--- src/rtl/uart_cmd_decoder_if.sv ---
// Bundle of the RX-side character strobe, the watch-side ready and every
// stopwatch control output of the command decoder.
interface uart_cmd_decoder_if #(
    parameter int DATA_W     = 8,
    parameter int FIFO_DEPTH = 4
);
    localparam int CNT_W = $clog2(FIFO_DEPTH) + 1;

    logic [DATA_W-1:0] rx_data;
    logic              rx_valid;
    logic              watch_ready;
    logic              run;
    logic              pause;
    logic              down;
    logic              clear;
    logic              recv;
    logic              cmd_err;
    logic              overflow;
    logic [CNT_W-1:0]  fifo_count;

    // Source side: UART receiver plus the stopwatch core
    modport master (
        output rx_data, rx_valid, watch_ready,
        input  run, pause, down, clear, recv, cmd_err, overflow, fifo_count
    );

    // Decoder side
    modport slave (
        input  rx_data, rx_valid, watch_ready,
        output run, pause, down, clear, recv, cmd_err, overflow, fifo_count
    );
endinterface

--- src/rtl/uart_cmd_decoder.sv ---
// ASCII command decoder for the stopwatch: buffers received characters in a
// small FIFO, pops one per cycle while the watch is ready and turns each into
// registered level / pulse controls.
module uart_cmd_decoder #(
    parameter int DATA_W     = 8,
    parameter int FIFO_DEPTH = 4,
    parameter int CASE_FOLD  = 1
) (
    input  logic          clk,
    input  logic          rst,
    uart_cmd_decoder_if.slave bus
);
    localparam int AW    = $clog2(FIFO_DEPTH);
    localparam int CNT_W = AW + 1;

    typedef enum logic [2:0] {
        CMD_CLR,
        CMD_GO,
        CMD_STOP,
        CMD_PAUSE,
        CMD_UP,
        CMD_RECV,
        CMD_ERR
    } cmd_e;

    logic [DATA_W-1:0] mem_q [FIFO_DEPTH];
    logic [DATA_W-1:0] mem_d [FIFO_DEPTH];
    // Pointers carry one extra MSB so full and empty are distinguishable
    logic [AW:0]       wr_ptr_q, wr_ptr_d;
    logic [AW:0]       rd_ptr_q, rd_ptr_d;
    logic [CNT_W-1:0]  count_q, count_d;
    logic              run_q, run_d;
    logic              pause_q, pause_d;
    logic              down_q, down_d;
    logic              clear_q, clear_d;
    logic              recv_q, recv_d;
    logic              err_q, err_d;
    logic              ovf_q, ovf_d;

    logic              empty, full, push, pop;
    logic [DATA_W-1:0] head;
    logic [7:0]        ch;
    cmd_e              cmd;

    assign empty = (wr_ptr_q == rd_ptr_q);
    assign full  = ((wr_ptr_q ^ rd_ptr_q) == {1'b1, {AW{1'b0}}});
    // Pop decision uses registered state only, so a fresh push never bypasses
    assign pop   = !empty && bus.watch_ready;
    assign push  = bus.rx_valid && (!full || pop);
    assign head  = mem_q[rd_ptr_q[AW-1:0]];

    // Classify the head character; anything unrecognised becomes an error
    always_comb begin
        ch = head[7:0];
        if (CASE_FOLD != 0 && ch >= 8'h61 && ch <= 8'h7a)
            ch = ch - 8'h20;
        cmd = CMD_ERR;
        if ((head & ~DATA_W'(8'hff)) == '0) begin
            case (ch)
                8'h43:   cmd = CMD_CLR;
                8'h47:   cmd = CMD_GO;
                8'h53:   cmd = CMD_STOP;
                8'h50:   cmd = CMD_PAUSE;
                8'h55:   cmd = CMD_UP;
                8'h52:   cmd = CMD_RECV;
                default: cmd = CMD_ERR;
            endcase
        end
    end

    // FIFO storage, pointers, occupancy and sticky overflow next-state
    always_comb begin
        mem_d    = mem_q;
        wr_ptr_d = wr_ptr_q;
        rd_ptr_d = rd_ptr_q;
        ovf_d    = ovf_q;
        if (push) begin
            mem_d[wr_ptr_q[AW-1:0]] = bus.rx_data;
            wr_ptr_d = wr_ptr_q + (AW+1)'(1);
        end
        if (pop)
            rd_ptr_d = rd_ptr_q + (AW+1)'(1);
        if (bus.rx_valid && !push)
            ovf_d = 1'b1;
        count_d = wr_ptr_d - rd_ptr_d;
    end

    // Control outputs: levels hold and pulses drop unless a command pops
    always_comb begin
        run_d   = run_q;
        pause_d = pause_q;
        down_d  = down_q;
        clear_d = 1'b0;
        recv_d  = 1'b0;
        err_d   = 1'b0;
        if (pop) begin
            case (cmd)
                CMD_CLR: begin
                    clear_d = 1'b1;
                    run_d   = 1'b0;
                    pause_d = 1'b0;
                end
                CMD_GO: begin
                    run_d   = 1'b1;
                    pause_d = 1'b0;
                end
                CMD_STOP:  run_d = 1'b0;
                CMD_PAUSE: begin
                    pause_d = ~pause_q;
                    run_d   = 1'b1;
                end
                CMD_UP: begin
                    down_d = ~down_q;
                    run_d  = 1'b1;
                end
                CMD_RECV: begin
                    recv_d = 1'b1;
                    run_d  = 1'b1;
                end
                default: err_d = 1'b1;
            endcase
        end
    end

    // State register with asynchronous clear of everything, FIFO included
    always_ff @(posedge clk or posedge rst) begin
        if (rst) begin
            for (int i = 0; i < FIFO_DEPTH; i++)
                mem_q[i] <= '0;
            wr_ptr_q <= '0;
            rd_ptr_q <= '0;
            count_q  <= '0;
            run_q    <= 1'b0;
            pause_q  <= 1'b0;
            down_q   <= 1'b0;
            clear_q  <= 1'b0;
            recv_q   <= 1'b0;
            err_q    <= 1'b0;
            ovf_q    <= 1'b0;
        end else begin
            mem_q    <= mem_d;
            wr_ptr_q <= wr_ptr_d;
            rd_ptr_q <= rd_ptr_d;
            count_q  <= count_d;
            run_q    <= run_d;
            pause_q  <= pause_d;
            down_q   <= down_d;
            clear_q  <= clear_d;
            recv_q   <= recv_d;
            err_q    <= err_d;
            ovf_q    <= ovf_d;
        end
    end

    assign bus.run        = run_q;
    assign bus.pause      = pause_q;
    assign bus.down       = down_q;
    assign bus.clear      = clear_q;
    assign bus.recv       = recv_q;
    assign bus.cmd_err    = err_q;
    assign bus.overflow   = ovf_q;
    assign bus.fifo_count = count_q;
endmodule
--- src/flat_wrapper.sv ---
// flat-port wrapper written by rule: the top's interface ports become plain ports
module uart_cmd_decoder_flat 
#(
    parameter int DATA_W     = 8,
    parameter int FIFO_DEPTH = 4,
    parameter int CASE_FOLD  = 1
)
  (clk, rst, bus_rx_data, bus_rx_valid, bus_watch_ready, bus_run, bus_pause, bus_down, bus_clear, bus_recv, bus_cmd_err, bus_overflow, bus_fifo_count);
  uart_cmd_decoder_if #(.DATA_W(DATA_W), .FIFO_DEPTH(FIFO_DEPTH)) bus_i ();
  input  logic clk;
  input  logic rst;
  input wire logic [$bits(bus_i.rx_data)-1:0] bus_rx_data;
  input wire logic [$bits(bus_i.rx_valid)-1:0] bus_rx_valid;
  input wire logic [$bits(bus_i.watch_ready)-1:0] bus_watch_ready;
  output wire logic [$bits(bus_i.run)-1:0] bus_run;
  output wire logic [$bits(bus_i.pause)-1:0] bus_pause;
  output wire logic [$bits(bus_i.down)-1:0] bus_down;
  output wire logic [$bits(bus_i.clear)-1:0] bus_clear;
  output wire logic [$bits(bus_i.recv)-1:0] bus_recv;
  output wire logic [$bits(bus_i.cmd_err)-1:0] bus_cmd_err;
  output wire logic [$bits(bus_i.overflow)-1:0] bus_overflow;
  output wire logic [$bits(bus_i.fifo_count)-1:0] bus_fifo_count;
  assign bus_i.rx_data = bus_rx_data;
  assign bus_i.rx_valid = bus_rx_valid;
  assign bus_i.watch_ready = bus_watch_ready;
  assign bus_run = bus_i.run;
  assign bus_pause = bus_i.pause;
  assign bus_down = bus_i.down;
  assign bus_clear = bus_i.clear;
  assign bus_recv = bus_i.recv;
  assign bus_cmd_err = bus_i.cmd_err;
  assign bus_overflow = bus_i.overflow;
  assign bus_fifo_count = bus_i.fifo_count;
  uart_cmd_decoder #(.DATA_W(DATA_W), .FIFO_DEPTH(FIFO_DEPTH), .CASE_FOLD(CASE_FOLD)) u_core (.clk(clk), .rst(rst), .bus(bus_i));
endmodule
--- config.mk ---
export PLATFORM = sky130hd
export DESIGN_NAME = uart_cmd_decoder_flat
export DESIGN_NICKNAME = d
export VERILOG_FILES = /design/src/rtl/uart_cmd_decoder_if.sv /design/src/rtl/uart_cmd_decoder.sv /design/src/flat_wrapper.sv
export SDC_FILE = /design/constraint.sdc
export NUM_CORES = 1
export LEC_CHECK = 0
export CORE_ASPECT_RATIO = 1.25
export CORE_MARGIN = 5
export CORE_UTILIZATION = 55
export CTS_CLUSTER_DIAMETER = 60
export DETAILED_ROUTE_END_ITERATION = 8
export PLACE_DENSITY = 0.77
export SLEW_MARGIN = 10
export SYNTH_ARGS = -nofsm -noshare
export SYNTH_HDL_FRONTEND = slang
export SYNTH_SLANG_ARGS = --single-unit
--- constraint.sdc ---
create_clock -name clk -period 4.6 [get_ports clk]
set_clock_uncertainty 0.1 [all_clocks]
set_input_delay 0.92 -clock clk [delete_from_list [all_inputs] [get_ports clk]]
set_output_delay 0.92 -clock clk [all_outputs]
set_load 0.005 [all_outputs]
==> run summary <==
The wire length of the first global-routing pass is 7.62 mm. The sequential cell area fraction in the yosys report is 50.8%. Setup violations remaining at the end of the flow were counted as 0. The relative slew slack came out at 36.7%. The maximum number of pins on one net before global-route repair is 49. The hold-critical path depth came out at 1.

The share of the synthesized area in the top cell type came out at 50.8%. The worst register-to-register path begins at u_core.rd_ptr_q[1]. The multi-input logic area is 1090 sq um. The area added between synthesis and finish is 14.9%. The area of the die came out at 5710 sq um. For this run, the leading register cell type out of synthesis is sky130_fd_sc_hd__dfrtp_1. The final instance count without filler cells came out at 247. The number of maximum-capacitance violations is 0. For the final routed database, the setup TNS stands at 0 ns. The total global-route track usage is 17.8%. The detailed-route vias per instance came out at 5.73.

STA puts the critical path data arrival time at 3.62 ns. A synthesized cell averages 14.2 sq um. Summing over every cut layer, the via total after detailed routing is 1416. The number of distinct library cells after synthesis is 45. The number of nets in the synthesized netlist came out at 186. The number of sinks handled by clock tree synthesis came out at 48. The antenna diode instance count is 0.

The count of nets left with antenna violations once routing finished came out at 0. The horizontal extent of the die came out at 68.6 microns. The final weighted congestion in routability-driven placement came out at 0.796.

After detailed placement, the total cell area comes to 2620 sq um. The total congestion overflow after global routing came out at 0. The number of placed instances with taps included came out at 240. In this run the post-CTS setup repair buffer count came out at 0.

The type of the tightest min-delay check is flop to flop. In this run the worst path has a maximum fanout of 13. The average routed wire per standard cell came out at 17.4 microns. The startpoint identified for the worst hold timing path is u_core.bus.overflow. The flow ran to the end, and the final reports show no timing, DRC or antenna violations. The power density of the placed cells is 767 nW/um^2. The max-slew violation count is 0.

The hold violation count in the final report is 0. At the pin with the least slew margin, the transition time is 0.948 ns. The number of buffers and inverters on the critical path is 1.

The number of filler cells placed in the layout came out at 325. The total half-perimeter wirelength after legalization and detailed placement came out at 3.21 mm. The CTS tree is done.

The most common cell in the synthesized netlist is sky130_fd_sc_hd__dfrtp_1. The post-route netlist has 18.8% of its cells at a drive strength greater than 1. The worst hold path endpoint is u_core.bus.overflow. The tree is rooted in a sky130_fd_sc_hd__clkbuf_8.

The worst-case clock buffer depth is 2. The cell family contributing the most delay on the critical path is flip-flops. Row generation in the floorplan step produced 26 rows. The capture instance of the worst register-to-register path is u_core.bus.pause. The share of synthesized flip-flops with an asynchronous set or reset is 100%. The maximum level of the CTS H-tree came out at 2. The fmax came out at 0.283 GHz.

The clock-pin slew on the worst setup and hold paths is 0.08 ns. Clock latency on the worst-skew pair, taken at its later pin, is 0.29 ns. The number of global-route vias before repair came out at 1561.

The slowest stage of the critical path belongs to the cell sky130_fd_sc_hd__dfrtp_1. The final core area utilization came out at 65.7%. The largest voltage drop on the vdd net is 0.489 mV. The highest cell delay on the worst timing path is 0.84 ns. The number of buffers inserted by port buffering came out at 21. The fraction of the cycle the final worst path needs is 76.9%.

Once the floorplan was initialized, standard cells occupied 57.2% of the core. Setup slack on the worst reg-to-reg path comes out at 1.06 ns. Clock tree synthesis inserted a total of 5 buffers. Sorting the synthesized cells by how often they occur yields sky130_fd_sc_hd__dfrtp_1, sky130_fd_sc_hd__mux2_1, sky130_fd_sc_hd__mux2_2, sky130_fd_sc_hd__inv_1, sky130_fd_sc_hd__ha_1. The startpoint class of the critical path is a flop. The combined flip-flop and latch cell area is 1200 sq um.

The post-route cell area came out at 2720 sq um. The reported leakage power is 1.17 nW. The number of antenna violations at the first check in global routing is 0. The total area inside the core boundary comes to 4130 sq um.

The worst-case reg-to-reg path depth came out at 8. The critical path class is flop to flop. The number of instances resized during post-cts repair is 0.

The synthesized flop and latch total is 48. Yosys mapped a number of flops with a built-in enable equal to 0. Walking the worst path, the cells encountered are mux4_1, inv_1, ha_1, o21ba_1, a22o_1, or4_4, or2_4, a211o_1.

The post-detailed-route DRC marker count is 0. The number of nets at the end of the flow is 211. After detailed routing, the total wire length is 4.30 mm. The number of instances in the synthesized netlist is 166. The mapped netlist covers 2360 sq um. The final-layout worst hold slack came out at 0.375 ns. The critical path data required time came out at 4.68 ns. Setup repair after global routing left no endpoint under its margin.

By area the synthesized netlist is led by sky130_fd_sc_hd__dfrtp_1, sky130_fd_sc_hd__mux2_1, sky130_fd_sc_hd__mux2_2. In this run, post-CTS hold repair placed 0 buffers. sky130_fd_sc_hd__dfrtp_1 takes more of the synthesized area than any other cell. The detailed router's first-iteration violation count came out at 80. The boundary pin count came out at 22. The height of the die came out at 83.3 microns.

For this run, the number of Yosys warnings is 0. The worst setup path is captured at a flop. The post-layout minimum cycle time is 3.54 ns. The number of detailed-route iterations in the first pass came out at 4.
## placed cells by master (no fill, tap or decap), types with 5 or more instances in the layout
cell type / instances
sky130_fd_sc_hd__a21oi_1: 5
sky130_fd_sc_hd__mux4_2: 6
sky130_fd_sc_hd__clkbuf_8: 7
sky130_fd_sc_hd__mux2_2: 12
sky130_fd_sc_hd__mux2_1: 22
sky130_fd_sc_hd__ha_1: 7
sky130_fd_sc_hd__clkdlybuf4s50_1: 21
sky130_fd_sc_hd__nand2_1: 5
sky130_fd_sc_hd__dfrtp_1: 48
sky130_fd_sc_hd__inv_1: 9
## per-layer routing
metal	part of all wire, %	global-route usage (%)	vias up
met3	3.0	3.51	8
met1	40	21.9	732
met5	0	0	-
met4	1.5	5.97	0
li1	-	-	649
met2	55	30.2	27
## power breakdown
group,total (mW),internal [mW],leakage [nW],switching (mW)
clock network,0.263,0.134,0.0503,0.129
logic,1.05,0.569,0.551,0.479
registers,0.771,0.630,0.568,0.140
## state kept, by name (all words and copies together) (netlist names)
name,flops
u_core.bus.clear,1
u_core.bus.cmd_err,1
u_core.bus.down,1
u_core.bus.fifo_count,3
u_core.bus.overflow,1
u_core.bus.pause,1
u_core.bus.recv,1
u_core.bus.run,1
u_core.mem_q,32
u_core.rd_ptr_q,3
u_core.wr_ptr_q,3
## how the worst max path moves through the flow
| stage | start | endpoint | slack (ns) | depth (start not counted) |
|---|---|---|---|---|
| final | u_core.rd_ptr_q[1] | u_core.bus.pause | 1.06 | 8 |
| after global routing | u_core.rd_ptr_q[1] | u_core.bus.pause | 0.92 | 8 |
| after CTS | u_core.rd_ptr_q[1] | u_core.bus.pause | 1.04 | 8 |
| after detailed placement | u_core.rd_ptr_q[1] | u_core.bus.pause | 1.06 | 8 |
| after global placement | u_core.rd_ptr_q[1] | u_core.bus.pause | 1.15 | 8 |
| after floorplan | u_core.rd_ptr_q[0] | u_core.bus.pause | 1.59 | 9 |
## cell type report
type,count,area share (%)
sequential,48,44.2
multi-input combinational,104,40.2
timing repair buffer,22,8.02
clock buffer,7,3.55
tap,56,2.58
inverter,10,1.38
## worst register-to-register path, stage by stage, from the launching register on
cell and delay (ns):
sky130_fd_sc_hd__dfrtp_1 0.84, sky130_fd_sc_hd__mux4_1 0.68, sky130_fd_sc_hd__inv_1 0.08, sky130_fd_sc_hd__ha_1 0.23, sky130_fd_sc_hd__o21ba_1 0.19, sky130_fd_sc_hd__a22o_1 0.23, sky130_fd_sc_hd__or4_4 0.50, sky130_fd_sc_hd__or2_4 0.28
sky130_fd_sc_hd__a211o_1 0.30
## cell families after synthesis
| group | synth area share [%] |
|---|---|
| adder cells (fa/ha/maj) | 4.55 |
| flip-flops | 50.8 |
| AO/OA/AOI/OAI | 4.82 |
| multiplexers | 24.1 |
| buffers and inverters | 2.91 |
| AND/OR/NAND/NOR | 8.00 |
| XOR/XNOR | 4.77 |
## stage by stage
step / total power, mW / worst slack [ns]
2_1_floorplan: 1.57 / 1.59
3_3_place_gp: 1.76 / 1.15
3_5_place_dp: 1.83 / 1.06
4_1_cts: 2.10 / 1.04
5_1_grt: 2.27 / 0.919
6_report: 2.08 / 1.06
Power figures use the tool's default switching activity.
